[src/rtl/cla_subtractor_pipe.sv]
// rtl/cla_subtractor_pipe.sv - two-stage pipelined carry-lookahead subtractor
//
// Computes d = a - b - borrow_in as a + ~b + ~borrow_in. Stage 1 resolves the
// low GROUP bits and their group carry. Stage 2 resolves the high WIDTH-GROUP
// bits from the registered raw slices and that carry. Valid/ready on both sides.
// One beat per cycle, two-cycle latency.
//
// Optional feature: define CLA_SUB_OVF_EN to add out_ovf (signed overflow).
//
// Ports:
//   clock       in   rising-edge clock
//   reset       in   synchronous active-low reset
//   in_valid    in   operand beat present
//   in_ready    out  stage 1 can accept a beat
//   in_a        in   minuend [WIDTH]
//   in_b        in   subtrahend [WIDTH]
//   in_borrow   in   borrow-in
//   out_valid   out  result beat present
//   out_ready   in   consumer accepts result
//   out_d       out  difference mod 2^WIDTH [WIDTH]
//   out_borrow  out  unsigned borrow-out (a < b + borrow_in)
//   out_ovf     out  signed overflow (CLA_SUB_OVF_EN only)

module cla_subtractor_pipe #(
  parameter int WIDTH = 5,
  parameter int GROUP = 4
) (
  input  logic             clock,
  input  logic             reset,
  input  logic             in_valid,
  output logic             in_ready,
  input  logic [WIDTH-1:0] in_a,
  input  logic [WIDTH-1:0] in_b,
  input  logic             in_borrow,
  output logic             out_valid,
  input  logic             out_ready,
  output logic [WIDTH-1:0] out_d,
  output logic             out_borrow
`ifdef CLA_SUB_OVF_EN
  ,
  output logic             out_ovf
`endif
);

  localparam int LO = GROUP;
  localparam int HI = WIDTH - GROUP;

  generate
    if (GROUP < 1 || GROUP >= WIDTH || WIDTH > 64) begin : g_bad_params
      $error("cla_subtractor_pipe: need 1 <= GROUP < WIDTH <= 64");
    end
  endgenerate

  logic          s1_valid_q, s1_valid_d;
  logic          s2_valid_q, s2_valid_d;
  logic [LO-1:0] s1_low_q;
  logic          s1_cg_q;
  logic [HI-1:0] s1_hi_a_q;
  logic [HI-1:0] s1_hi_nb_q;
  logic [WIDTH-1:0] out_d_q;
  logic          out_borrow_q;

  logic s2_advance;
  logic in_xfer;
  logic out_xfer;

  assign s2_advance = s1_valid_q & (~s2_valid_q | out_ready);
  assign in_ready   = ~s1_valid_q | s2_advance;
  assign in_xfer    = in_valid & in_ready;
  assign out_xfer   = s2_valid_q & out_ready;

  always_comb begin
    s1_valid_d = s1_valid_q;
    if (in_xfer)         s1_valid_d = 1'b1;
    else if (s2_advance) s1_valid_d = 1'b0;
  end

  always_comb begin
    s2_valid_d = s2_valid_q;
    if (s2_advance)    s2_valid_d = 1'b1;
    else if (out_xfer) s2_valid_d = 1'b0;
  end

  // Low group: every carry is expanded in lookahead form, i.e. the OR over j
  // of g[j] AND p[j+1..i], plus p[0..i] AND cin. On the last iteration the
  // running term/prop are the group generate/propagate, so lo_c[LO] is c_g.
  logic [LO-1:0] lo_p, lo_g, lo_sum;
  logic [LO:0]   lo_c;
  logic          lo_cin, lo_term, lo_prop;

  always_comb begin
    lo_p    = in_a[LO-1:0] ^ ~in_b[LO-1:0];
    lo_g    = in_a[LO-1:0] & ~in_b[LO-1:0];
    lo_cin  = ~in_borrow;
    lo_term = 1'b0;
    lo_prop = 1'b1;
    lo_c    = '0;
    lo_c[0] = lo_cin;
    for (int i = 0; i < LO; i++) begin
      lo_term = 1'b0;
      lo_prop = 1'b1;
      for (int j = i; j >= 0; j--) begin
        lo_term = lo_term | (lo_prop & lo_g[j]);
        lo_prop = lo_prop & lo_p[j];
      end
      lo_c[i+1] = lo_term | (lo_prop & lo_cin);
    end
    lo_sum = lo_p ^ lo_c[LO-1:0];
  end

  // High slice: same lookahead form, seeded by the registered group carry.
  logic [HI-1:0] hi_p, hi_g, hi_sum;
  logic [HI:0]   hi_c;
  logic          hi_term, hi_prop;

  always_comb begin
    hi_p    = s1_hi_a_q ^ s1_hi_nb_q;
    hi_g    = s1_hi_a_q & s1_hi_nb_q;
    hi_term = 1'b0;
    hi_prop = 1'b1;
    hi_c    = '0;
    hi_c[0] = s1_cg_q;
    for (int i = 0; i < HI; i++) begin
      hi_term = 1'b0;
      hi_prop = 1'b1;
      for (int j = i; j >= 0; j--) begin
        hi_term = hi_term | (hi_prop & hi_g[j]);
        hi_prop = hi_prop & hi_p[j];
      end
      hi_c[i+1] = hi_term | (hi_prop & s1_cg_q);
    end
    hi_sum = hi_p ^ hi_c[HI-1:0];
  end

`ifdef CLA_SUB_OVF_EN
  // a[MSB] and ~b[MSB] ride through s1 as the top bits of the high slices.
  logic out_ovf_q;
  logic ovf_d;
  assign ovf_d   = (s1_hi_a_q[HI-1] ^ ~s1_hi_nb_q[HI-1]) &
                   (s1_hi_a_q[HI-1] ^ hi_sum[HI-1]);
  assign out_ovf = out_ovf_q;

  always_ff @(posedge clock) begin
    if (!reset)          out_ovf_q <= 1'b0;
    else if (s2_advance) out_ovf_q <= ovf_d;
  end
`endif

  always_ff @(posedge clock) begin
    if (!reset) begin
      s1_valid_q   <= 1'b0;
      s2_valid_q   <= 1'b0;
      s1_low_q     <= '0;
      s1_cg_q      <= 1'b0;
      s1_hi_a_q    <= '0;
      s1_hi_nb_q   <= '0;
      out_d_q      <= '0;
      out_borrow_q <= 1'b0;
    end else begin
      s1_valid_q <= s1_valid_d;
      s2_valid_q <= s2_valid_d;
      if (in_xfer) begin
        s1_low_q   <= lo_sum;
        s1_cg_q    <= lo_c[LO];
        s1_hi_a_q  <= in_a[WIDTH-1:LO];
        s1_hi_nb_q <= ~in_b[WIDTH-1:LO];
      end
      if (s2_advance) begin
        out_d_q      <= {hi_sum, s1_low_q};
        out_borrow_q <= ~hi_c[HI];
      end
    end
  end

  assign out_valid  = s2_valid_q;
  assign out_d      = out_d_q;
  assign out_borrow = out_borrow_q;

endmodule
[config.mk]
export PLATFORM = sky130hd
export DESIGN_NAME = cla_subtractor_pipe
export DESIGN_NICKNAME = d
export VERILOG_FILES = /design/src/rtl/cla_subtractor_pipe.sv
export SDC_FILE = /design/constraint.sdc
export NUM_CORES = 1
export LEC_CHECK = 0
export ABC_AREA = 1
export CORE_MARGIN = 4
export CORE_UTILIZATION = 48
export CTS_CLUSTER_DIAMETER = 30
export DETAILED_ROUTE_END_ITERATION = 16
export PLACE_DENSITY = 0.8
export SYNTH_ARGS = -nofsm -noshare
export SYNTH_HDL_FRONTEND = slang
export SYNTH_SLANG_ARGS = --single-unit
[constraint.sdc]
create_clock -name clock -period 2.71 [get_ports clock]
set_clock_uncertainty 0.1 [all_clocks]
set_input_delay 0.4065 -clock clock [delete_from_list [all_inputs] [get_ports clock]]
set_output_delay 0.4065 -clock clock [all_outputs]
set_load 0.01 [all_outputs]
==> results.toml, run 1 <==
[synthesis]
synth_seq_cells = 15
synth.lib_cells_used.distinct = 19
ys_warn_count = 0
synth_seq_area_share_pct = 40.4
synth_area_leaders = "sky130_fd_sc_hd__dfxtp_1 (40%), sky130_fd_sc_hd__inv_1 (8.6%), sky130_fd_sc_hd__nor2_1 (7.1%)"
postSynthCellCount = 97
post_synthesis_mean_instance_area_um2 = 7.66
syn_nets = 118
postSynth.topFlopCell = "sky130_fd_sc_hd__dfxtp_1"
post-synth-top-area-fraction_pct = 40.4
syn_area_um2 = 743
synth_edf_count = 0
synth_top_cell_by_area = "sky130_fd_sc_hd__dfxtp_1"
synth_top_cells_by_count = "sky130_fd_sc_hd__inv_1 (17), sky130_fd_sc_hd__dfxtp_1 (15), sky130_fd_sc_hd__nor2_1 (14), sky130_fd_sc_hd__o21ai_0 (10)"
yosys.cell_count.top_type = "sky130_fd_sc_hd__inv_1"
postSynth.asyncResetShare_pct = 0

[critical_path]
cpMostUsedCell = "sky130_fd_sc_hd__clkdlybuf4s50_1"
worstSetupEndpoint = "in_ready"
worst-path-buf-inv = 3
critical_path_required_ps = 2200
cpPeakStageDelay_ps = 550
worstRegToRegCells = 4
rrSetupSlack_ps = 1480
timing.critical_path.fanout_max = 3
crit_start = "out_ready"
timing_worst_setup_path_type = "in -> out"
worst_reg2reg_endpoint = "out_borrow"
critical_path_arrival_ps = 1570
timing.critical_path.depth = 4
worst_setup_path_start_kind = "input port"
worst_r2r_startpoint = "s1_cg_q"
worst_path_dominant_cell_family = "buffers and inverters"
worstPathCellList = "clkdlybuf4s50_1, inv_1, nand3_2, clkdlybuf4s50_1"
setup.worst_path.end_class = "output port"
worst_path_max_delay_cell = "sky130_fd_sc_hd__clkdlybuf4s50_1"

[die]
floorplan_core_area_um2 = 1380
dieHeight_um = 47.4
start_util_pct = 53.8
floorplan.rows = 13
fp.dieW_um = 47.4
boundaryPins = 23
fp.dieArea_um2 = 2240

[cts]
cts.root.buffer_cell = "sky130_fd_sc_hd__clkbuf_4"
clockBufferDepth = 2
cts_htree_levels = 1
post_cts_resize_count = 0
tritoncts = "done"
cts.clk_slew.worst_paths_ps = 90
clkLatencyLatePin_ps = 290
cts_buffers = 3
cts_num_sinks = 15
holdBufCountCts = 0
cts.repair_timing.setup_buffer_count = 0

[placement]
portBuffers = 22
gp_congestion = 0.700
hpwl_um = 1230
placement.cell_area_um2 = 978

[detailed_routing]
avgRoutedWirePerCell_um = 10.5
routed_wl_um = 1440
drt_iter0_markers = 12
count_of_unresolved_drc_violations_after_routing = 0
drt-vias-per-instance = 5.09
final_antenna_net_count = 0
drt_pass1_iterations = 4
vias = 697

[finish]
nets = 144
antenna_cells = 0
drive_above_1_share_pct = 8.20
nFillCells = 126
stdcell_area_um2 = 1010
fin_util_pct = 72.8
area_growth_from_synthesis_to_final_layout_pct = 35.4

[sta]
final_period_minus_worst_setup_slack_ps = 2080
drv_slew = 0
fin_crit_sh_pct = 76.6
worst_pin_slew_ps = 350
maxSlewHeadroom_pct = 76.6
finalHoldViolations = 0
clock.fmax_mhz = 482
rsz_0062_raised_after_global_routing = "false"
fin_tns_setup_ps = 0
setup_violations = 0

[status]
run_status = "complete, no violations"

[power]
report.power.total_uw = 486
power.leakage_nw = 0.464
pwr_density_cell_nw_per_um2 = 483
worst_ir_drop_vdd_uv = 213

[global_route]
grt_antenna_before_repair = 0
global_route_usage_over_all_layers_pct = 15.8
first_pass_grt_wire_length_um = 2480
overflow = 0
largest_net_degree_at_the_start_of_global_routing = 13
vias_in_the_first_global_route = 680

[run]
cap_viol_max_count = 0

[worst_hold_path]
min_delay_path_depth = 2
timing.hold.worst.class = "reg -> reg"
==> registers in the layout, indices dropped and copies added, names as in the netlist <==
signal,count
out_d,5
s1_low_q,4
out_borrow,1
out_valid,1
s1_cg_q,1
s1_hi_a_q,1
s1_hi_nb_q,1
s1_valid_q,1
==> kinds of logic after synthesis <==
| group | count (synthesis) | synth area share, % |
|---|---|---|
| and+or+nand+nor | 35 | 22.1 |
| buffers and inverters | 20 | 10.8 |
| DFF | 15 | 40.4 |
| adders and majority gates | 6 | 12.1 |
| AOI/OAI and AO/OA | 20 | 13.5 |
| xor gates and xnor gates | 1 | 1.18 |
==> through the flow <==
stage	hold WS, ps	setup slack [ps]	std cells
after global routing	415	598	137
after CTS	375	634	137
after floorplan	330	1240	97
after global placement	347	660	133
final	373	634	137
after detailed placement	361	641	133
==> power breakdown <==
| group | switching (mW) | internal, mW |
|---|---|---|
| Combinational | 0.0544 | 0.0582 |
| Sequential | 0.00790 | 0.238 |
| Clock | 0.0732 | 0.0549 |
| Total | 0.135 | 0.351 |
==> worst min-delay path, delay by kind of cell (launching register included) <==
kind | cells | cell delay (ps)
DFF | 1 | 310
buffers and inverters | 1 | 60
AOI/OAI and AO/OA | 1 | 60
==> cell usage in the layout (no fill, tap or decap) <==
cell,count
sky130_fd_sc_hd__clkdlybuf4s50_1,22
sky130_fd_sc_hd__inv_1,17
sky130_fd_sc_hd__dfxtp_1,15
sky130_fd_sc_hd__nor2_1,14
sky130_fd_sc_hd__o21ai_0,10
sky130_fd_sc_hd__nand2_1,9
sky130_fd_sc_hd__a21oi_1,9
sky130_fd_sc_hd__nand3_1,5
sky130_fd_sc_hd__ha_1,4
sky130_fd_sc_hd__clkbuf_4,3
sky130_fd_sc_hd__nand2_2,2
sky130_fd_sc_hd__nand4_1,2
sky130_fd_sc_hd__fa_1,2
sky130_fd_sc_hd__nand3_2,1
sky130_fd_sc_hd__inv_2,1
sky130_fd_sc_hd__o21ai_1,1
sky130_fd_sc_hd__nand2_4,1
sky130_fd_sc_hd__or2_0,1
sky130_fd_sc_hd__inv_6,1
sky130_fd_sc_hd__xnor2_1,1
sky130_fd_sc_hd__clkinv_2,1
==> area by class of cell <==
type                    count  area, um^2  area share [%]
repair buffers             22         220            21.9
clock buffers               3        22.5            2.24
well taps                  15        18.8            1.87
flip-flops and latches     15         300            29.9
inverters                  19        76.3            7.59
multi-input cells          62         363            36.1
clock inverters             1        5.00           0.498
==> routing by layer <==
metal	track usage (%)	share of wire, %
met5	0	0
met4	8.84	2.4
met3	2.30	5.7
met2	32.1	52
met1	14.1	40
==> worst min path at each step <==
stage / from / end / slack (ps)
CTS: s1_low_q[1] / s1_low_q[1] / 370
finish: s1_low_q[1] / s1_low_q[1] / 370
detailed placement: s1_low_q[1] / s1_low_q[1] / 360
global route: s1_low_q[1] / s1_low_q[1] / 410
global placement: s1_low_q[1] / s1_low_q[1] / 350
floorplan: s1_low_q[1] / s1_low_q[1] / 330
No activity file was read; power rests on OpenSTA's default activity.
==> run 2: changes to the inputs <==
- CORE_UTILIZATION: 48 -> 40
- PLACE_DENSITY: 0.8 -> 0.71
- clock period: 2.71 -> 1.8 ns (I/O delays scaled with it)
==> results.toml, run 2 (synthesis results as in run 1) <==
[global_route]
grt.met2_usage_pct = 19.3
vias_in_the_first_global_route = 569
grt_antenna_before_repair = 0
largest_net_degree_at_the_start_of_global_routing = 13
first_pass_grt_wire_length_um = 2300
global_route_usage_over_all_layers_pct = 11.6
overflow = 0
globalRoute.busiestLayer = "met2"
global_route.usage.met1_pct = 13.5
globalRouteMet3Util_pct = 2.62

[cts]
tritoncts = "done"
cts_htree_levels = 1
post_cts_resize_count = 0
cts.repair_timing.setup_buffer_count = 0
cts.clk_slew.worst_paths_ps = 80
clkLatencyLatePin_ps = 270
holdBufCountCts = 0
cts_buffers = 3
cts_num_sinks = 15
clockBufferDepth = 2
cts.root.buffer_cell = "sky130_fd_sc_hd__clkbuf_4"

[detailed_routing]
drt-vias-per-instance = 4.52
final_antenna_net_count = 0
routed_wl_um = 1370
avgRoutedWirePerCell_um = 9.17
drt_pass1_iterations = 4
drt_iter0_markers = 3
vias = 673
count_of_unresolved_drc_violations_after_routing = 0

[placement]
gp_congestion = 0.700
hpwl_um = 1140
portBuffers = 22
placement.cell_area_um2 = 1010

[power]
switching_share_pct = 26.0
internal_power_uw = 534
combPwrFrac_pct = 23.6
pwr_density_cell_nw_per_um2 = 697
p_clk_share_pct = 25.1
worst_ir_drop_vdd_uv = 334
power.leakage_nw = 0.470
share_seq_of_total_power_pct = 51.3
total_switching_power_uw = 188

[critical_path]
setup.worst_path.end_class = "output port"
crit_start = "out_valid"
critical_path_required_ps = 1430
worst_path_max_delay_cell = "sky130_fd_sc_hd__clkdlybuf4s50_1"
worst_setup_path_start_kind = "flop"
worst_r2r_startpoint = "s1_cg_q"
critical_path_arrival_ps = 1200
worst_path_dominant_cell_family = "buffers and inverters"
cpPeakStageDelay_ps = 550
worstPathCellList = "clkdlybuf4s50_1"
worst-path-buf-inv = 1
timing.critical_path.fanout_max = 3
timing_worst_setup_path_type = "reg -> out"

[die]
dieHeight_um = 51.1
start_util_pct = 42.6
boundaryPins = 23
fp.dieW_um = 51.1
floorplan_core_area_um2 = 1750
floorplan.rows = 15
fp.dieArea_um2 = 2610

[sta]
maxSlewHeadroom_pct = 76.5
drv_slew = 0
final_period_minus_worst_setup_slack_ps = 1570
worst_pin_slew_ps = 351
fin_crit_sh_pct = 87.4
setup_violations = 0
finalHoldViolations = 0
clock.fmax_mhz = 636
rsz_0062_raised_after_global_routing = "false"

[finish]
largest_register_ff_count = 5
stdcell_area_um2 = 1030
nets = 146
antenna_cells = 0
final_common_cell = "sky130_fd_sc_hd__clkdlybuf4s50_1"
drive_above_1_share_pct = 8.87
nFillCells = 191
fin_util_pct = 59.3
area_growth_from_synthesis_to_final_layout_pct = 39.2
layout_common_cells = "sky130_fd_sc_hd__clkdlybuf4s50_1 (21), sky130_fd_sc_hd__inv_1 (17), sky130_fd_sc_hd__dfxtp_1 (15), sky130_fd_sc_hd__nor2_1 (14), sky130_fd_sc_hd__o21ai_0 (10)"

[run]
cap_viol_max_count = 0

[status]
run_status = "complete, no violations"

[worst_hold_path]
timing.hold.worst.class = "reg -> reg"
worstHoldStart = "s1_low_q[1]"
run 2: final cells by class:
type	instances	area, um^2	share of cell area, %
Inverter	19	76.3	7.38
Multi-Input combinational cell	62	363	35.1
Tap cell	25	31.3	3.02
Sequential cell	15	300	29.0
Timing Repair Buffer	24	238	23.0
Clock buffer	4	26.3	2.54
run 2: path summary, 6_finish.rpt:
kind | endpoint | slack [ps] | depth (start not counted)
max reg2reg | out_borrow | 590 | 4
min reg2reg | s1_low_q[1] | 380 | 2
min | s1_low_q[1] | 380 | 2
max | out_valid | 230 | 1
run 2: worst register-to-register path: stages, from the launching register on:
cell and delay, ps:
sky130_fd_sc_hd__dfxtp_1 340, sky130_fd_sc_hd__inv_1 60, sky130_fd_sc_hd__fa_1 400, sky130_fd_sc_hd__o21ai_0 160
sky130_fd_sc_hd__nor2_1 50
run 2: routing by layer:
layer | up-vias | part of all wire (%)
met5 | - | 0
met4 | 0 | 2.9
met3 | 4 | 5.3
met2 | 17 | 47
met1 | 288 | 45
li1 | 364 | -
run 2: stage by stage:
step / hold WS, ps / power, mW / worst slack [ps] / setup TNS [ps] / cells
floorplan: 260 / 0.473 / 471 / 0 / 97
global route: 421 / 0.770 / 120 / 0 / 149
CTS: 382 / 0.734 / 49.3 / 0 / 149
detailed placement: 369 / 0.550 / -15.4 / -15.4 / 145
finish: 379 / 0.721 / 227 / 0 / 149
global placement: 364 / 0.545 / -1.47 / -1.47 / 145
run 2: power by group through the flow:
stage / clock (mW) / sequential, mW / combinational [mW]
floorplan: 0 / 0.381 / 0.0919
global placement: 0 / 0.376 / 0.169
detailed placement: 0 / 0.378 / 0.173
CTS: 0.191 / 0.370 / 0.173
global route: 0.204 / 0.373 / 0.193
finish: 0.181 / 0.370 / 0.170
==> run 3: changes to the inputs <==
- ABC_AREA: 1 -> unset
- CORE_UTILIZATION: 40 -> 41
- HOLD_SLACK_MARGIN: unset -> 0.1
- PLACE_DENSITY: 0.71 -> 0.72
==> results.toml, run 3 <==
[finish]
largest_register_ff_count = 5
area_growth_from_synthesis_to_final_layout_pct = 41.0
stdcell_area_um2 = 1110
final_common_cell = "sky130_fd_sc_hd__clkdlybuf4s50_1"
sequential_area_um2 = 300
antenna_cells = 0
nFillCells = 160
fin_util_pct = 62.9
post_layout_nonfiller_instances = 140
nets = 137
drive_above_1_share_pct = 16.5
layout_common_cells = "sky130_fd_sc_hd__clkdlybuf4s50_1 (19), sky130_fd_sc_hd__dfxtp_1 (15), sky130_fd_sc_hd__inv_1 (11), sky130_fd_sc_hd__nand2_1 (10), sky130_fd_sc_hd__a21oi_1 (9)"
multi_input_comb_area_um2 = 442

[run]
cap_viol_max_count = 0

[cts]
holdBufCountCts = 0
cts.repair_timing.setup_buffer_count = 0
clockBufferDepth = 2
clkLatencyLatePin_ps = 280
cts.root.buffer_cell = "sky130_fd_sc_hd__clkbuf_4"
cts_num_sinks = 15
cts_buffers = 3
cts_htree_levels = 1
cts.clk_slew.worst_paths_ps = 80
tritoncts = "done"

[synthesis]
postSynth.topFlopCell = "sky130_fd_sc_hd__dfxtp_1"
yosys.cell_count.top_type = "sky130_fd_sc_hd__dfxtp_1"
synth_edf_count = 0
synth_seq_area_share_pct = 38.2
ys_warn_count = 0
syn_area_um2 = 787
synth_top_cell_by_area = "sky130_fd_sc_hd__dfxtp_1"
synth_area_leaders = "sky130_fd_sc_hd__dfxtp_1 (38%), sky130_fd_sc_hd__ha_1 (6.4%), sky130_fd_sc_hd__a21oi_1 (5.7%)"
syn_nets = 107
synth_top_cells_by_count = "sky130_fd_sc_hd__dfxtp_1 (15), sky130_fd_sc_hd__inv_1 (11), sky130_fd_sc_hd__nand2_1 (10), sky130_fd_sc_hd__a21oi_1 (9), sky130_fd_sc_hd__nand3_1 (7)"
synth.lib_cells_used.distinct = 29
synth_seq_cells = 15
post-synth-top-area-fraction_pct = 38.2
postSynth.asyncResetShare_pct = 0
postSynthCellCount = 86
post_synthesis_mean_instance_area_um2 = 9.15

[global_route]
vias_in_the_first_global_route = 671
largest_net_degree_at_the_start_of_global_routing = 11
first_pass_grt_wire_length_um = 2790
global_route_usage_over_all_layers_pct = 14.1
overflow = 0
grt_antenna_before_repair = 0

[die]
fp.dieW_um = 51.8
boundaryPins = 23
floorplan_core_area_um2 = 1760
floorplan.rows = 15
fp.dieArea_um2 = 2680
start_util_pct = 44.6
dieHeight_um = 51.8

[placement]
dp_worst_setup_slack_ps = -256
hpwl_um = 1270
placed_cells = 136
gp_congestion = 0.746
portBuffers = 22
placement.cell_area_um2 = 1060

[power]
total_switching_power_uw = 192
switching_share_pct = 26.4
internal_power_uw = 533
share_seq_of_total_power_pct = 50.6
worst_ir_drop_vdd_uv = 346
p_clk_share_pct = 25.8
power.leakage_nw = 0.472
report.power.total_uw = 724
combPwrFrac_pct = 23.6
pwr_density_cell_nw_per_um2 = 653

[detailed_routing]
vias = 670
drt_pass1_iterations = 3
routed_wl_um = 1550
avgRoutedWirePerCell_um = 11.1
count_of_unresolved_drc_violations_after_routing = 0
drt_iter0_markers = 6
final_antenna_net_count = 0
drt-vias-per-instance = 4.79

[sta]
setup_violations = 0
final_period_minus_worst_setup_slack_ps = 1690
worst_pin_slew_ps = 279
clock.fmax_mhz = 593
fin_tns_setup_ps = 0
fin_crit_sh_pct = 93.6
finalHoldViolations = 0
drv_slew = 0
rsz_0062_raised_after_global_routing = "false"
slack_of_the_critical_path_ps = 115
worst_hold_check_slack_ps = 357
maxSlewHeadroom_pct = 81.4

[status]
run_status = "complete, no violations"

[critical_path]
timing.critical_path.fanout_max = 4
critical_path_arrival_ps = 1780
setup.worst_path.end_class = "flop"
critical_path_required_ps = 1900
timing_worst_setup_path_type = "in -> reg"
worst_setup_path_start_kind = "input port"

[worst_hold_path]
timing.hold.worst.class = "reg -> reg"
[run 3: cell families after synthesis]
logic type                 Yosys count  share of synthesized area (%)
adders and majority gates            6                           11.4
AOI/OAI and AO/OA                   21                           20.7
and+or+nand+nor                     29                           20.8
DFF                                 15                           38.2
xor gates and xnor gates             1                           1.11
buffers and inverters               14                           7.79
[run 3: path summary, 6_finish.rpt]
check	endpoint	start	slack, ps	cells after the start
max	s1_cg_q	in_b[2]	110	7
min	s1_low_q[1]	s1_low_q[1]	360	2
min reg2reg	s1_low_q[1]	s1_low_q[1]	360	2
max reg2reg	s1_low_q[3]	out_valid	490	4
[run 3: cell type report]
type                            instances  share of cell area (%)
Clock buffer                            4                    2.37
Timing Repair Buffer                   28                    24.2
Inverter                               11                    3.72
Sequential cell                        15                    27.1
Multi-Input combinational cell         57                    39.8
Tap cell                               25                    2.82
[run 3: power groups by stage]
stage / sequential (mW) / clock (mW) / combinational (mW)
2_1_floorplan: 0.376 / 0 / 0.0897
3_3_place_gp: 0.374 / 0 / 0.162
3_5_place_dp: 0.375 / 0 / 0.168
4_1_cts: 0.367 / 0.195 / 0.168
5_1_grt: 0.370 / 0.213 / 0.191
6_report: 0.367 / 0.187 / 0.171
[run 3: repair_timing]
| action | in CTS | in global routing |
|---|---|---|
| endpoints found under the setup margin | 1 | 2 |
| pin swaps | 0 | 3 |
| gates resized for setup | 1 | 5 |
[run 3: layer usage]
metal	routed length, um	global-route usage (%)	up-vias
met5	0	0	-
met4	36	9.17	0
met3	82	1.72	4
met2	746	25.0	18
met1	681	15.6	296
li1	-	-	352
[run 3: critical path, stage by stage]
cell,delay [ps]
sky130_fd_sc_hd__clkdlybuf4s50_1,450
sky130_fd_sc_hd__inv_1,40
sky130_fd_sc_hd__ha_1,290
sky130_fd_sc_hd__o21a_1,130
sky130_fd_sc_hd__o31a_1,250
sky130_fd_sc_hd__o21ai_0,140
sky130_fd_sc_hd__a221oi_2,220
